## config.mk

```make
export PLATFORM = sky130hd
export DESIGN_NAME = ps2_scancode_rx
export DESIGN_NICKNAME = d
export VERILOG_FILES = /design/src/rtl/ps2_scancode_rx.sv
export SDC_FILE = /design/constraint.sdc
export NUM_CORES = 1
export LEC_CHECK = 0
export BUFFER_PORTS_ARGS = -buffer_cell sky130_fd_sc_hd__buf_2
export CAP_MARGIN = 5
export CORE_ASPECT_RATIO = 0.9
export CORE_UTILIZATION = 40
export DETAILED_ROUTE_END_ITERATION = 10
export GPL_TIMING_DRIVEN = 0
export SLEW_MARGIN = 40
export SYNTH_ARGS = -nofsm -noshare
export SYNTH_HDL_FRONTEND = slang
export SYNTH_SLANG_ARGS = --single-unit
export TNS_END_PERCENT = 50
```

## constraint.sdc

```tcl
create_clock -name clk -period 2.96 [get_ports clk]
set_input_delay 0.592 -clock clk [delete_from_list [all_inputs] [get_ports clk]]
set_output_delay 0.592 -clock clk [all_outputs]
set_load 0.005 [all_outputs]
```

## src/rtl/ps2_scancode_rx.sv

```systemverilog
// PS/2 device-to-host receiver: synchronises and deglitches the pins, deframes 11-bit frames,
// and folds E0/F0 prefixes into flags on each emitted key code.
module ps2_scancode_rx #(
    parameter int FILTER_LEN     = 8,
    parameter int TIMEOUT_CYCLES = 12500
) (
    input  logic       clk,
    input  logic       rst_n,
    input  logic       ps2clk,
    input  logic       ps2data,
    output logic [7:0] scancode,
    output logic       extended,
    output logic       released,
    output logic       code_valid,
    output logic       frame_error,
    output logic       busy
);

    localparam int CW = $clog2(TIMEOUT_CYCLES);
    localparam logic [CW-1:0] TO_MAX = CW'(TIMEOUT_CYCLES - 1);

    typedef enum logic [1:0] {IDLE, DATA, PARITY, STOP} state_t;

    // Data byte plus parity bit must carry an odd number of ones.
    function automatic logic odd_parity_ok(input logic [7:0] d, input logic p);
        return ^{d, p};
    endfunction

    logic                  clk_s1_r, clk_s2_r, dat_s1_r, dat_s2_r;
    logic [FILTER_LEN-1:0] filt_r;
    logic                  lvl_r, fall_r;
    logic                  filt_zero_s, filt_one_s, timeout_s;

    state_t     state_r;
    logic [2:0] bit_cnt_r;
    logic [7:0] shift_r;
    logic       par_r;
    logic [CW-1:0] cnt_r;
    logic       ext_pend_r, rel_pend_r;
    logic [7:0] scancode_r;
    logic       extended_r, released_r, code_valid_r, frame_error_r, busy_r;

    assign filt_zero_s = (filt_r == '0);
    assign filt_one_s  = &filt_r;
    assign timeout_s   = (state_r != IDLE) && (cnt_r == TO_MAX) && !fall_r;

    // Pin synchronisers, clock glitch filter and filtered falling-edge strobe.
    always_ff @(posedge clk or negedge rst_n) begin
        if (!rst_n) begin
            clk_s1_r <= 1'b1;
            clk_s2_r <= 1'b1;
            dat_s1_r <= 1'b1;
            dat_s2_r <= 1'b1;
            filt_r   <= '1;
            lvl_r    <= 1'b1;
            fall_r   <= 1'b0;
        end else begin
            clk_s1_r <= ps2clk;
            clk_s2_r <= clk_s1_r;
            dat_s1_r <= ps2data;
            dat_s2_r <= dat_s1_r;
            filt_r   <= {filt_r[FILTER_LEN-2:0], clk_s2_r};
            if (filt_zero_s) begin
                lvl_r <= 1'b0;
            end else if (filt_one_s) begin
                lvl_r <= 1'b1;
            end else begin
                lvl_r <= lvl_r;
            end
            fall_r <= lvl_r & filt_zero_s;
        end
    end

    // Frame deframer, inter-edge timeout and prefix folding; all outputs registered here.
    always_ff @(posedge clk or negedge rst_n) begin
        if (!rst_n) begin
            state_r       <= IDLE;
            bit_cnt_r     <= 3'd0;
            shift_r       <= 8'h00;
            par_r         <= 1'b0;
            cnt_r         <= '0;
            ext_pend_r    <= 1'b0;
            rel_pend_r    <= 1'b0;
            scancode_r    <= 8'h00;
            extended_r    <= 1'b0;
            released_r    <= 1'b0;
            code_valid_r  <= 1'b0;
            frame_error_r <= 1'b0;
            busy_r        <= 1'b0;
        end else begin
            code_valid_r  <= 1'b0;
            frame_error_r <= 1'b0;

            if (fall_r || state_r == IDLE) begin
                cnt_r <= '0;
            end else if (cnt_r != TO_MAX) begin
                cnt_r <= cnt_r + CW'(1);
            end

            if (fall_r) begin
                case (state_r)
                    IDLE: begin
                        if (!dat_s2_r) begin
                            state_r   <= DATA;
                            bit_cnt_r <= 3'd0;
                            busy_r    <= 1'b1;
                        end
                    end
                    DATA: begin
                        shift_r   <= {dat_s2_r, shift_r[7:1]};
                        bit_cnt_r <= bit_cnt_r + 3'd1;
                        if (bit_cnt_r == 3'd7) begin
                            state_r <= PARITY;
                        end
                    end
                    PARITY: begin
                        par_r   <= dat_s2_r;
                        state_r <= STOP;
                    end
                    STOP: begin
                        state_r <= IDLE;
                        busy_r  <= 1'b0;
                        if (odd_parity_ok(shift_r, par_r) && dat_s2_r) begin
                            if (shift_r == 8'hE0) begin
                                ext_pend_r <= 1'b1;
                            end else if (shift_r == 8'hF0) begin
                                rel_pend_r <= 1'b1;
                            end else begin
                                scancode_r   <= shift_r;
                                extended_r   <= ext_pend_r;
                                released_r   <= rel_pend_r;
                                code_valid_r <= 1'b1;
                                ext_pend_r   <= 1'b0;
                                rel_pend_r   <= 1'b0;
                            end
                        end else begin
                            frame_error_r <= 1'b1;
                            ext_pend_r    <= 1'b0;
                            rel_pend_r    <= 1'b0;
                        end
                    end
                    default: begin
                        state_r <= IDLE;
                        busy_r  <= 1'b0;
                    end
                endcase
            end else if (timeout_s) begin
                // A stalled partial frame is abandoned; a coincident fall takes priority above.
                state_r       <= IDLE;
                busy_r        <= 1'b0;
                frame_error_r <= 1'b1;
                ext_pend_r    <= 1'b0;
                rel_pend_r    <= 1'b0;
            end
        end
    end

    assign scancode    = scancode_r;
    assign extended    = extended_r;
    assign released    = released_r;
    assign code_valid  = code_valid_r;
    assign frame_error = frame_error_r;
    assign busy        = busy_r;

endmodule

```

==> run_results.csv <==
group,metric,value,unit
run_status,status,"finished, final reports clean",
clock_tree,cts.htree.levels,3,
routing,top_layer,"met4",
clock_tree,clockBufferDepth,2,
worst_setup_path,crit_start,"cnt_r[0]",
worst_setup_path,rr_worst_depth,5,
final_layout,final_util,47.8,%
placed_design,placed_cells,311,
floorplanning,die_y,77.9,µm
synth,synth_warnings,0,
routing,met3WireLength,184,µm
clock_tree,cts_tree,"done",
synth,netlist-cell-type-count,44,
synth,avgSynthCellArea,12.3,µm²
run,maxCapViolCount,0,
final_layout,nNetsFinal,246,
synth,netlist_instances,208,
worst_setup_path,slowest_delay,0.52,ns
sta,slew_headroom,52.9,%
floorplanning,io_pins,17,
clock_tree,cts_root_buf,"clkbuf_8",
final_layout,drive_gt1_share,28.3,%
routing,route.detailed.drc,0,
floorplanning,num_rows,27,
sta,max_clock_freq,0.430,GHz
pwr,p_leak,1.34,nW
worst_setup_path,r2r_slack,0.64,ns
pwr,switching_share,21.5,%
clock_tree,ctsHoldBuffers,0,
routing,ant_nets,0,
pwr,p_clk_share,44.7,%
final_layout,stdcell_count,327,
sta,setup_viol,0,
clock_tree,clock-sinks,57,
worst_setup_path,crit_path_start_kind,"flop",
placed_design,io_buffers,16,
worst_setup_path,path_class,"flop to flop",
sta,slew_violations,0,
worst_setup_path,reg2reg_to,"frame_error",
global_routing,grt_usage,15.7,%
worst_setup_path,crit_required,3.20,ns
clock_tree,clk_latency,0.33,ns
floorplanning,coreArea,6150,µm²
pwr,power_switching,0.322,mW
clock_tree,post_cts_resized,0,
routing,vias,1677,
worst_setup_path,critical_path_peak_fanout,8,
sta,hold_viol_final,0,
worst_setup_path,cp-end-kind,"flop",
synth,synthFlopType,"dfrtp_1",
routing,dr_wl_met2,2060,µm
sta,tightest_slew,0.707,ns
synth,synth_edf_count,0,
routing,vias_per_cell,5.13,
final_layout,area.growth.synth_to_final,14.7,%
routing,first_iter_violations,93,
synth,ys_seq_area_share,56.3,%
global_routing,grt_pass1_vias,1688,
routing,wl_per_cell,13.6,µm
pwr,intPower,1.17,mW
synth,syn_area,2560,µm²
global_routing,grt_max_degree,58,
floorplanning,fp.dieArea,6730,µm²
sta,finalCritPeriodShare,78.5,%
worst_setup_path,cp_slowest_cell,"nor4_1",
global_routing,grt_pass1_wl,8000,µm
global_routing,antenna_found_initial,0,
placed_design,gp_congestion,0.738,
routing,drt-met1-wl,2170,µm
placed_design,hpwl,2910,µm
worst_setup_path,worstPathCellList,"ha_1 > or4b_1 > nor4_1 > or2_2 > a21boi_0",
final_layout,register_area,1440,µm²
sta,fin_skew,0.00726,ns
routing,routed_wl,4460,µm
worst_setup_path,worstReg2RegStart,"cnt_r[0]",
sta,rsz0062_at_grt,"no",
synth,ys_ff_latch,57,
pwr,p_seq_share,53.8,%
synth,synth_nets,219,
synth,synth_area_leader_cell,"dfrtp_1",
floorplanning,initial_core_util,41.7,%
worst_setup_path,critPathArrivalTime,2.56,ns
routing,first_pass_iters,5,
sta,fin_crit,2.32,ns
clock_tree,clk_pin_slew,0.07,ns
global_routing,overflow,0,
clock_tree,cts_made_buffers,9,
pwr,power_density,509,nW/µm²
clock_tree,cts_setup_buffers,0,
synth,netlist_top_cells_area,"dfrtp_1 (43%), dfstp_2 (13%), mux2_2 (7.5%)",
final_layout,n_antenna_cell,0,
floorplanning,die_w,86.4,µm
sta,tns,0,ns
synth,async_reset_ff_share,100,%
pwr,vdd_drop_max,253,µV
min_path,hold_path_class,"input port to asynchronous set/reset pin",
pwr,pwr-share-comb,1.6,%
synth,yosysTopAreaCellShare,43.0,%
final_layout,multi_input_area,1070,µm²
worst_setup_path,crit_path_end,"frame_error",
final_layout,n_fill_cell,595,
cells in the mapped netlist, drive strengths merged (2+ instances only):
| cell type | instances |
|---|---|
| dfrtp | 44 |
| mux2 | 17 |
| nand2 | 14 |
| nor2 | 14 |
| dfstp | 13 |
| nand4 | 8 |
| o21ai | 8 |
| xor2 | 8 |
| ha | 7 |
| nor4 | 7 |
| xnor2 | 7 |
| inv | 5 |
| a21oi | 4 |
| clkbuf | 4 |
| nand3 | 4 |
| and2 | 3 |
| mux2i | 3 |
| o211ai | 3 |
| a21boi | 2 |
| a22oi | 2 |
| a32o | 2 |
| and3 | 2 |
| buf | 2 |
| nand2b | 2 |
| nand4bb | 2 |
| nor3 | 2 |
| o2111ai | 2 |
| or2 | 2 |
| or3 | 2 |
| xnor3 | 2 |
metrics by stage:
step	power, mW	cell area [µm²]	hold WS (ns)	setup WS, ns
floorplan	0.822	2560	0.296	0.902
global placement	0.842	2750	0.348	0.719
detailed placement	0.843	2750	0.349	0.688
CTS	1.52	2940	0.322	0.671
global route	1.56	2940	0.335	0.479
finish	1.50	2940	0.303	0.635
critical path: cells and delay by family, from the launching register on:
kind | cells | cell delay [ns]
flip-flops | 1 | 0.43
AND/OR/NAND/NOR | 3 | 1.24
adder cells (fa/ha/maj) | 1 | 0.34
AO/OA/AOI/OAI | 1 | 0.22
per-layer routing:
layer  vias to the layer above  global-route usage [%]
li1                        800                       -
met1                       846                    20.1
met2                        27                    23.2
met3                         4                    6.70
met4                         0                    6.33
met5                         -                       0
power by group through the flow:
stage | combinational (mW) | sequential (mW) | clock (mW)
6_report | 0.0233 | 0.804 | 0.668
5_1_grt | 0.0283 | 0.805 | 0.731
4_1_cts | 0.0249 | 0.804 | 0.695
3_5_place_dp | 0.0249 | 0.818 | 0
3_3_place_gp | 0.0242 | 0.818 | 0
2_1_floorplan | 0.00578 | 0.816 | 0
placed cells by master, fill, tap and decap left out, drive strengths merged, types with 3 or more instances in the layout:
cell type  instances
clkbuf            18
xor2               8
buf               18
nand4              8
xnor2              7
nand3              4
nor2              14
mux2              17
o21ai              8
mux2i              3
nor4               7
nand2             14
a21oi              4
and2               3
dfrtp             44
inv                5
dfstp             13
ha                 7
o211ai             3
sequential cells by signal, indices dropped and copies added, names as in the netlist, 2 cells and up:
register and count:
state_r 2, cnt_r 14, filt_r 8, shift_r 8, bit_cnt_r 3, scancode 8
worst min-delay path by stage:
stage                     slack [ns]  cells after the start            to
after floorplan                 0.30                      0  bit_cnt_r[0]
after global placement          0.35                      0      dat_s2_r
after detailed placement        0.35                      0     filt_r[0]
after CTS                       0.32                      1   scancode[6]
after global routing            0.34                      1      clk_s1_r
final                           0.30                      1    shift_r[1]
final cells by class:
class                           count  area share, %
Buffer                              6          0.937
Clock buffer                       14           5.87
Clock inverter                      2          0.426
Inverter                            5          0.639
Multi-Input combinational cell    140           36.5
Sequential cell                    57           49.1
Tap cell                           87           3.70
Timing Repair Buffer               16           2.81
cells by family (layout without fill, tap and decap cells):
logic type / count (synthesis) / in the layout / synth area share, %
adder cells (fa/ha/maj): 7 / 7 / 3.42
AND/OR/NAND/NOR: 69 / 69 / 14.8
XOR/XNOR: 18 / 18 / 7.81
buffers and inverters: 11 / 43 / 1.81
AO/OA/AOI/OAI: 26 / 26 / 7.18
flip-flops: 57 / 57 / 56.3
multiplexers: 20 / 20 / 8.64
Power figures use the tool's default switching activity.
